==> config.mk <==
export PLATFORM = sky130hd
export DESIGN_NAME = debug_dump_tx
export DESIGN_NICKNAME = d
export VERILOG_FILES = /design/src/rtl/debug_pkg.sv /design/src/rtl/debug_dump_tx_snapshot_shift_reg.sv /design/src/rtl/debug_dump_tx.sv
export SDC_FILE = /design/constraint.sdc
export NUM_CORES = 2
export LEC_CHECK = 0
export BUFFER_PORTS_ARGS = -buffer_cell sky130_fd_sc_hd__buf_2
export CAP_MARGIN = 20
export CELL_PAD_IN_SITES_DETAIL_PLACEMENT = 0
export CELL_PAD_IN_SITES_GLOBAL_PLACEMENT = 1
export CORE_AREA = 2 2 567 569
export DETAILED_ROUTE_END_ITERATION = 8
export DIE_AREA = 0 0 569 571
export HOLD_SLACK_MARGIN = 0.15
export PLACE_DENSITY_LB_ADDON = 0.12
export REMOVE_ABC_BUFFERS = 1
export SLEW_MARGIN = 20
export SYNTH_ARGS = -nofsm -noshare
export SYNTH_HDL_FRONTEND = slang
export SYNTH_SLANG_ARGS = --single-unit
==> constraint.sdc <==
create_clock -name i_clk -period 3.5 [get_ports i_clk]
set_input_delay 0.525 -clock i_clk [delete_from_list [all_inputs] [get_ports i_clk]]
set_output_delay 0.525 -clock i_clk [all_outputs]
set_load 0.005 [all_outputs]
==> src/rtl/debug_pkg.sv <==
// Shared definitions for the UART debug link: frame header, dump FSM states
// and field sizing helpers used by both the transmit and command-receive sides.
package debug_pkg;

  localparam logic [7:0] DBG_DUMP_HEADER = 8'hA5;

  typedef enum logic [2:0] {
    ST_IDLE,
    ST_HDR,
    ST_SNAP,
    ST_MADDR,
    ST_MBYTES,
    ST_CSUM,
    ST_DONE
  } dbg_state_e;

  function automatic int byte_len(input int width);
    return (width + 7) / 8;
  endfunction

  // PC + 32 registers + IF_ID/ID_EX/EX_MEM/MEM_WB at the default widths
  localparam int DBG_SNAP_BYTES = byte_len(32) + 32 * byte_len(32) + byte_len(64)
                                + byte_len(129) + byte_len(78) + byte_len(72);

endpackage

==> src/rtl/debug_dump_tx_snapshot_shift_reg.sv <==
// Snapshot holding register: parallel load of the byte-padded snapshot,
// then shifted out one byte at a time, most significant byte first.
module snapshot_shift_reg #(
  parameter int BYTES = 176
) (
  input  logic               i_clk,
  input  logic               i_rst,
  input  logic               i_load,
  input  logic [BYTES*8-1:0] i_data,
  input  logic               i_shift,
  output logic [7:0]         o_top_byte
);

  logic [BYTES*8-1:0] shift_q;

  always_ff @(posedge i_clk) begin
    if (i_rst) begin
      shift_q <= '0;
    end else if (i_load) begin
      shift_q <= i_data;
    end else if (i_shift) begin
      shift_q <= {shift_q[BYTES*8-9:0], 8'h00};
    end
  end

  assign o_top_byte = shift_q[BYTES*8-1 -: 8];

endmodule

==> src/rtl/debug_dump_tx.sv <==
// Debug dump serializer: header, core snapshot, data memory and XOR checksum
// streamed byte by byte into the UART TX FIFO.
//
// state     | meaning
// ST_IDLE   | waiting for i_start
// ST_HDR    | offering the 0xA5 header byte
// ST_SNAP   | shifting out the PC/register/latch snapshot
// ST_MADDR  | memory address presented, read data arrives next cycle
// ST_MBYTES | sending the current memory word, MSB byte first
// ST_CSUM   | offering the checksum byte
// ST_DONE   | one-cycle completion pulse
module debug_dump_tx
  import debug_pkg::*;
#(
  parameter int SIZE          = 32,
  parameter int NUM_REGISTERS = 32,
  parameter int MEM_SIZE      = 64,
  parameter int ADDR_WIDTH    = $clog2(MEM_SIZE),
  parameter int IF_ID_SIZE    = 64,
  parameter int ID_EX_SIZE    = 129,
  parameter int EX_MEM_SIZE   = 78,
  parameter int MEM_WB_SIZE   = 72
) (
  input  logic                          i_clk,
  input  logic                          i_rst,
  input  logic                          i_start,
  input  logic [SIZE-1:0]               i_pc,
  input  logic [NUM_REGISTERS*SIZE-1:0] i_registers_debug,
  input  logic [IF_ID_SIZE-1:0]         i_IF_ID,
  input  logic [ID_EX_SIZE-1:0]         i_ID_EX,
  input  logic [EX_MEM_SIZE-1:0]        i_EX_MEM,
  input  logic [MEM_WB_SIZE-1:0]        i_MEM_WB,
  output logic [ADDR_WIDTH-1:0]         o_debug_addr,
  input  logic [SIZE-1:0]               i_debug_data,
  output logic [7:0]                    o_tx_data,
  output logic                          o_tx_start,
  input  logic                          i_tx_full,
  output logic                          o_busy,
  output logic                          o_done
);

  localparam int WORD_B  = byte_len(SIZE);
  localparam int WORD_W  = WORD_B * 8;
  localparam int IFID_W  = byte_len(IF_ID_SIZE) * 8;
  localparam int IDEX_W  = byte_len(ID_EX_SIZE) * 8;
  localparam int EXMEM_W = byte_len(EX_MEM_SIZE) * 8;
  localparam int MEMWB_W = byte_len(MEM_WB_SIZE) * 8;
  localparam int SNAP_W  = WORD_W * (1 + NUM_REGISTERS) + IFID_W + IDEX_W + EXMEM_W + MEMWB_W;
  localparam int SNAP_B  = SNAP_W / 8;
  localparam int CNT_W   = $clog2(SNAP_B + 1);
  localparam int MB_W    = (WORD_B > 1) ? $clog2(WORD_B) : 1;
  localparam logic [ADDR_WIDTH-1:0] LAST_ADDR = ADDR_WIDTH'(MEM_SIZE - 1);

  dbg_state_e state_q, state_d;
  logic [CNT_W-1:0]      snap_cnt_q;
  logic [MB_W-1:0]       mbyte_cnt_q;
  logic [ADDR_WIDTH-1:0] addr_q;
  logic [SIZE-1:0]       word_q;
  logic                  word_vld_q;
  logic [7:0]            csum_q;

  logic [NUM_REGISTERS*WORD_W-1:0] regs_pad;
  logic [SNAP_W-1:0]               snap_word;
  logic [WORD_W-1:0]               word_pad;
  logic [7:0]                      snap_byte;
  logic [7:0]                      tx_byte;
  logic                            snap_load;
  logic                            shift_en;
  logic                            tx_accept;

  // Register 0 sits at the LSBs of the input but goes out first on the wire
  always_comb begin
    regs_pad = '0;
    for (int k = 0; k < NUM_REGISTERS; k++) begin
      regs_pad[(NUM_REGISTERS-1-k)*WORD_W +: WORD_W] = WORD_W'(i_registers_debug[k*SIZE +: SIZE]);
    end
  end

  assign snap_word = {WORD_W'(i_pc), regs_pad, IFID_W'(i_IF_ID), IDEX_W'(i_ID_EX),
                      EXMEM_W'(i_EX_MEM), MEMWB_W'(i_MEM_WB)};

  snapshot_shift_reg #(
    .BYTES(SNAP_B)
  ) u_snap (
    .i_clk     (i_clk),
    .i_rst     (i_rst),
    .i_load    (snap_load),
    .i_data    (snap_word),
    .i_shift   (shift_en),
    .o_top_byte(snap_byte)
  );

  // Read data is only valid in the first MBYTES cycle; hold it for the rest of the word
  assign word_pad = WORD_W'(word_vld_q ? word_q : i_debug_data);

  assign o_tx_start = ((state_q == ST_HDR) || (state_q == ST_SNAP) ||
                       (state_q == ST_MBYTES) || (state_q == ST_CSUM)) && !i_tx_full;
  assign tx_accept    = o_tx_start;
  assign o_tx_data    = tx_byte;
  assign o_busy       = (state_q != ST_IDLE) && (state_q != ST_DONE);
  assign o_done       = (state_q == ST_DONE);
  assign o_debug_addr = addr_q;

  always_comb begin
    state_d   = state_q;
    snap_load = 1'b0;
    shift_en  = 1'b0;
    tx_byte   = 8'h00;
    case (state_q)
      ST_IDLE: begin
        if (i_start) begin
          state_d   = ST_HDR;
          snap_load = 1'b1;
        end
      end
      ST_HDR: begin
        tx_byte = DBG_DUMP_HEADER;
        if (tx_accept) state_d = ST_SNAP;
      end
      ST_SNAP: begin
        tx_byte  = snap_byte;
        shift_en = tx_accept;
        if (tx_accept && snap_cnt_q == '0) state_d = ST_MADDR;
      end
      ST_MADDR: state_d = ST_MBYTES;
      ST_MBYTES: begin
        tx_byte = word_pad[{mbyte_cnt_q, 3'b000} +: 8];
        if (tx_accept && mbyte_cnt_q == '0) state_d = (addr_q == LAST_ADDR) ? ST_CSUM : ST_MADDR;
      end
      ST_CSUM: begin
        tx_byte = csum_q;
        if (tx_accept) state_d = ST_DONE;
      end
      ST_DONE: state_d = ST_IDLE;
      default: state_d = ST_IDLE;
    endcase
  end

  always_ff @(posedge i_clk) begin
    if (i_rst) begin
      state_q     <= ST_IDLE;
      snap_cnt_q  <= '0;
      mbyte_cnt_q <= '0;
      addr_q      <= '0;
      word_q      <= '0;
      word_vld_q  <= 1'b0;
      csum_q      <= 8'h00;
    end else begin
      state_q <= state_d;
      case (state_q)
        ST_IDLE: begin
          if (i_start) begin
            snap_cnt_q <= CNT_W'(SNAP_B - 1);
            addr_q     <= '0;
            csum_q     <= 8'h00;
          end
        end
        ST_SNAP: begin
          if (tx_accept) begin
            csum_q     <= csum_q ^ tx_byte;
            snap_cnt_q <= snap_cnt_q - 1'b1;
          end
        end
        ST_MADDR: begin
          word_vld_q  <= 1'b0;
          mbyte_cnt_q <= MB_W'(WORD_B - 1);
        end
        ST_MBYTES: begin
          if (!word_vld_q) begin
            word_q     <= i_debug_data;
            word_vld_q <= 1'b1;
          end
          if (tx_accept) begin
            csum_q      <= csum_q ^ tx_byte;
            mbyte_cnt_q <= mbyte_cnt_q - 1'b1;
            if (mbyte_cnt_q == '0 && addr_q != LAST_ADDR) addr_q <= addr_q + 1'b1;
          end
        end
        default: ;
      endcase
    end
  end

endmodule

==> key figures <==
Run
  • Max cap viols: 0

Place
  • I/O Buffers: 1451
  • Post-DP HPWL: 223000 um
  • Final GP Congestion: 0.819

STA
  • Period utilization: 0.928
  • Setup_tns: 0 ps
  • RSZ-0062 raised after global routing: false
  • Achievable Freq: 308 MHz
  • Final Hold Vio Count: 0
  • Final Skew: 44.6 ps
  • Worst-Margin Slew: 953 ps
  • Slew Limit Fails: 0
  • Worst hold margin: 202 ps
  • Final setup fails: 0
  • Min cycle time layout: 3250 ps
  • Worst slew margin: 0.365

Floorplanning
  • Rows: 208
  • # IOs: 1452
  • Starting Density: 0.196
  • Die Footprint: 325000 um2
  • Core Area: 319000 um2
  • Die height: 571 um
  • Die X: 569 um

Setup path
  • Worst EP arrival: 2720 ps
  • Critical Path Sink Type: primary output
  • Critical path's largest stage delay: 500 ps
  • Crit path required time: 2970 ps
  • Worst Path Max Fanout: 9
  • FF-to-FF path depth: 7
  • CP Launch Type: flop
  • Crit path cell chain: buf_4 -> mux4_2 -> nand2b_4 -> a31o_1 -> buf_2
  • R2R Path Start: state_q[0]$_SDFFE_PP0P_
  • Reg2Reg Setup Slack: 1010 ps
  • Reg2reg end: u_snap.shift_q[1334]$_SDFFE_PP0P_
  • Critical Path Slowest Stage Cell: mux4_2
  • Critical path class: reg2out

Synth
  • FFs w/ async S/R, synth: 0
  • Yosys warning total: 0
  • Sequential share of the synthesized area: 0.470
  • FF+latch count, synth: 1468
  • Mean Syn Cell Area: 7.63 um2
  • Mapped Area: 62500 um2
  • EDFF count, synth: 0
  • Synth cell types: 47
  • Primary FF master, synth: dfxtp_1
  • Cells after Synth: 8200

Clocking
  • CTS H-tree depth: 4
  • Reg clk slew, reported paths: 60 ps
  • Clk sinks: 1468
  • Clock Latency Late Sink: 860 ps
  • Clock Path Buffers: 4
  • CTS tree: yes
  • Number of CTS-inserted buffers: 196
  • CTS Root Cell: clkbuf_16

Hold path
  • Worst hold path type: in2reg
  • Hold Path End: u_snap.shift_q[86]$_SDFFE_PP0P_
  • Worst Hold Launch: i_rst
  • Worst hold stages: 2

Routing
  • Post-Route WL: 314000 um
  • Final ANT Viol Nets: 0
  • Drt initial violations: 4355
  • DRC Markers: 0
  • Post-DR vias/cell: 4.60
  • Via count: 69585
  • DR pass1 iterations: 6
  • WL/cell: 20.8 um

Layout
  • Register area: 29400 um2
  • Multi-input gate area: 30000 um2
  • Layout cells sized above 1: 0.182
  • Nets: 12135
  • Area grow syn2layout: 52.8%
  • FILL cells: 34602

Power and ir drop
  • Leak Pwr: 36.3 nW
  • PD cells: 650 nW/um2
  • Highest ir drop seen on vdd: 412 uV

Global routing
  • Remaining global-route overflow: 0
  • Global Route Usage Sum: 0.184
  • Antenna violations before repair: 161
  • Vias in the first global route: 69322
  • Largest net degree at the start of global routing: 170
  • First-pass GRT wire length: 455000 um

Status
  • Status: completed
power by group:
| group | internal [mW] | switching, mW | total [mW] |
|---|---|---|---|
| Sequential | 21.5 | 2.72 | 24.3 |
| Combinational | 7.02 | 10.8 | 17.8 |
| Clock | 11.9 | 8.20 | 20.1 |
cells by family (layout without fill, tap and decap cells):
family,Yosys count,in the layout,synth area share
buf+inv,816,3459,0.0505
simple gates,4363,4363,0.264
other cells,0,82,0
xor+xnor,15,15,0.00210
fa+ha+maj,4,4,0.000800
compound gates,1506,1506,0.206
flops,1468,1468,0.470
mux,28,28,0.00658
Yosys cell counts (4+ instances only):
master	count	area [um2]
nor2_1	1415	5310
mux4_2	4	90.1
a32oi_1	5	43.8
mux4_1	5	131
nand2_1	2893	10900
buf_2	64	320
clkbuf_1	711	2670
nor3_1	5	25.0
nor2b_1	5	31.3
nand3_1	15	75.1
xor2_1	8	70.1
inv_1	7	26.3
nand3b_1	6	45.0
xnor2_1	7	61.3
a21oi_1	81	405
ha_1	4	50.1
a22oi_1	9	67.6
dfxtp_1	1468	29400
o21ai_0	6	30.0
buf_1	31	116
a311oi_1	1391	12200
mux2i_1	19	190
registers in the layout (all words and copies together), names as in the netlist:
register,count
csum_q,8
mbyte_cnt_q,2
o_debug_addr,6
snap_cnt_q,8
state_q,3
u_snap.shift_q,1408
word_q,32
word_vld_q,1
repair_timing:
action,4_1_cts,5_1_grt
hold buffers,1429,0
hold endpoints to repair,1431,0
resized for setup,4,1
setup endpoints to repair,7,5
setup buffers,0,0
area by class of cell:
| type | count | share of cell area |
|---|---|---|
| multi-input cells | 5916 | 0.314 |
| clock inverters | 32 | 0.00401 |
| inverters | 7 | 0.000275 |
| diodes | 82 | 0.00215 |
| well taps | 4200 | 0.0550 |
| flip-flops and latches | 1468 | 0.308 |
| clock buffers | 313 | 0.0616 |
| repair buffers | 3107 | 0.255 |
per-layer routing:
| metal | up-vias | track usage | wire length (um) |
|---|---|---|---|
| met5 | - | 0 | 554 |
| met4 | 80 | 0.0748 | 13000 |
| met3 | 615 | 0.0337 | 16700 |
| met2 | 1978 | 0.300 | 145000 |
| met1 | 33232 | 0.237 | 139000 |
| li1 | 33680 | - | - |
cell usage in the layout (no fill, tap or decap), types with 15 or more instances in the layout:
cell,instances
clkbuf_16,199
buf_12,91
clkbuf_8,48
a21oi_1,81
nand2_1,2893
clkinv_2,20
clkbuf_1,66
dlygate4sd3_1,1429
buf_2,1450
mux2i_1,19
nor2_1,1414
nand3_1,15
buf_4,136
diode_2,82
a311oi_1,1391
dfxtp_1,1464
stage by stage:
stage | utilization | setup slack, ps | area [um2] | power [mW] | instances
after detailed placement | 0.234 | 743 | 74800 | 41.1 | 13269
after CTS | 0.299 | 4.20 | 95400 | 63.2 | 15043
after floorplan | - | -57400 | 59400 | 24.9 | 7391
final | 0.299 | 253 | 95600 | 62.2 | 15125
after global placement | 0.234 | 764 | 74800 | 41.0 | 13269
after global routing | 0.299 | 99.7 | 95500 | 66.2 | 15090
critical path: cells and delay by family, from the launching register on:
kind            cells  cell delay (ps)
mux                 1              500
flops               1              480
buf+inv             2              400
compound gates      1              340
simple gates        1              150
worst max path at each step:
stage / start / end
global placement: state_q[1]$_SDFFE_PP0P_ / u_snap.shift_q[383]$_SDFFE_PP0P_
global route: mbyte_cnt_q[0]$_SDFFE_PP0P_ / o_tx_data[0]
floorplan: state_q[2]$_SDFFE_PP0P_ / csum_q[2]$_SDFFE_PP0P_
CTS: state_q[1]$_SDFFE_PP0P_ / o_tx_data[0]
finish: mbyte_cnt_q[0]$_SDFFE_PP0P_ / o_tx_data[0]
detailed placement: state_q[1]$_SDFFE_PP0P_ / u_snap.shift_q[1136]$_SDFFE_PP0P_
(Power assumes the default switching activity.)
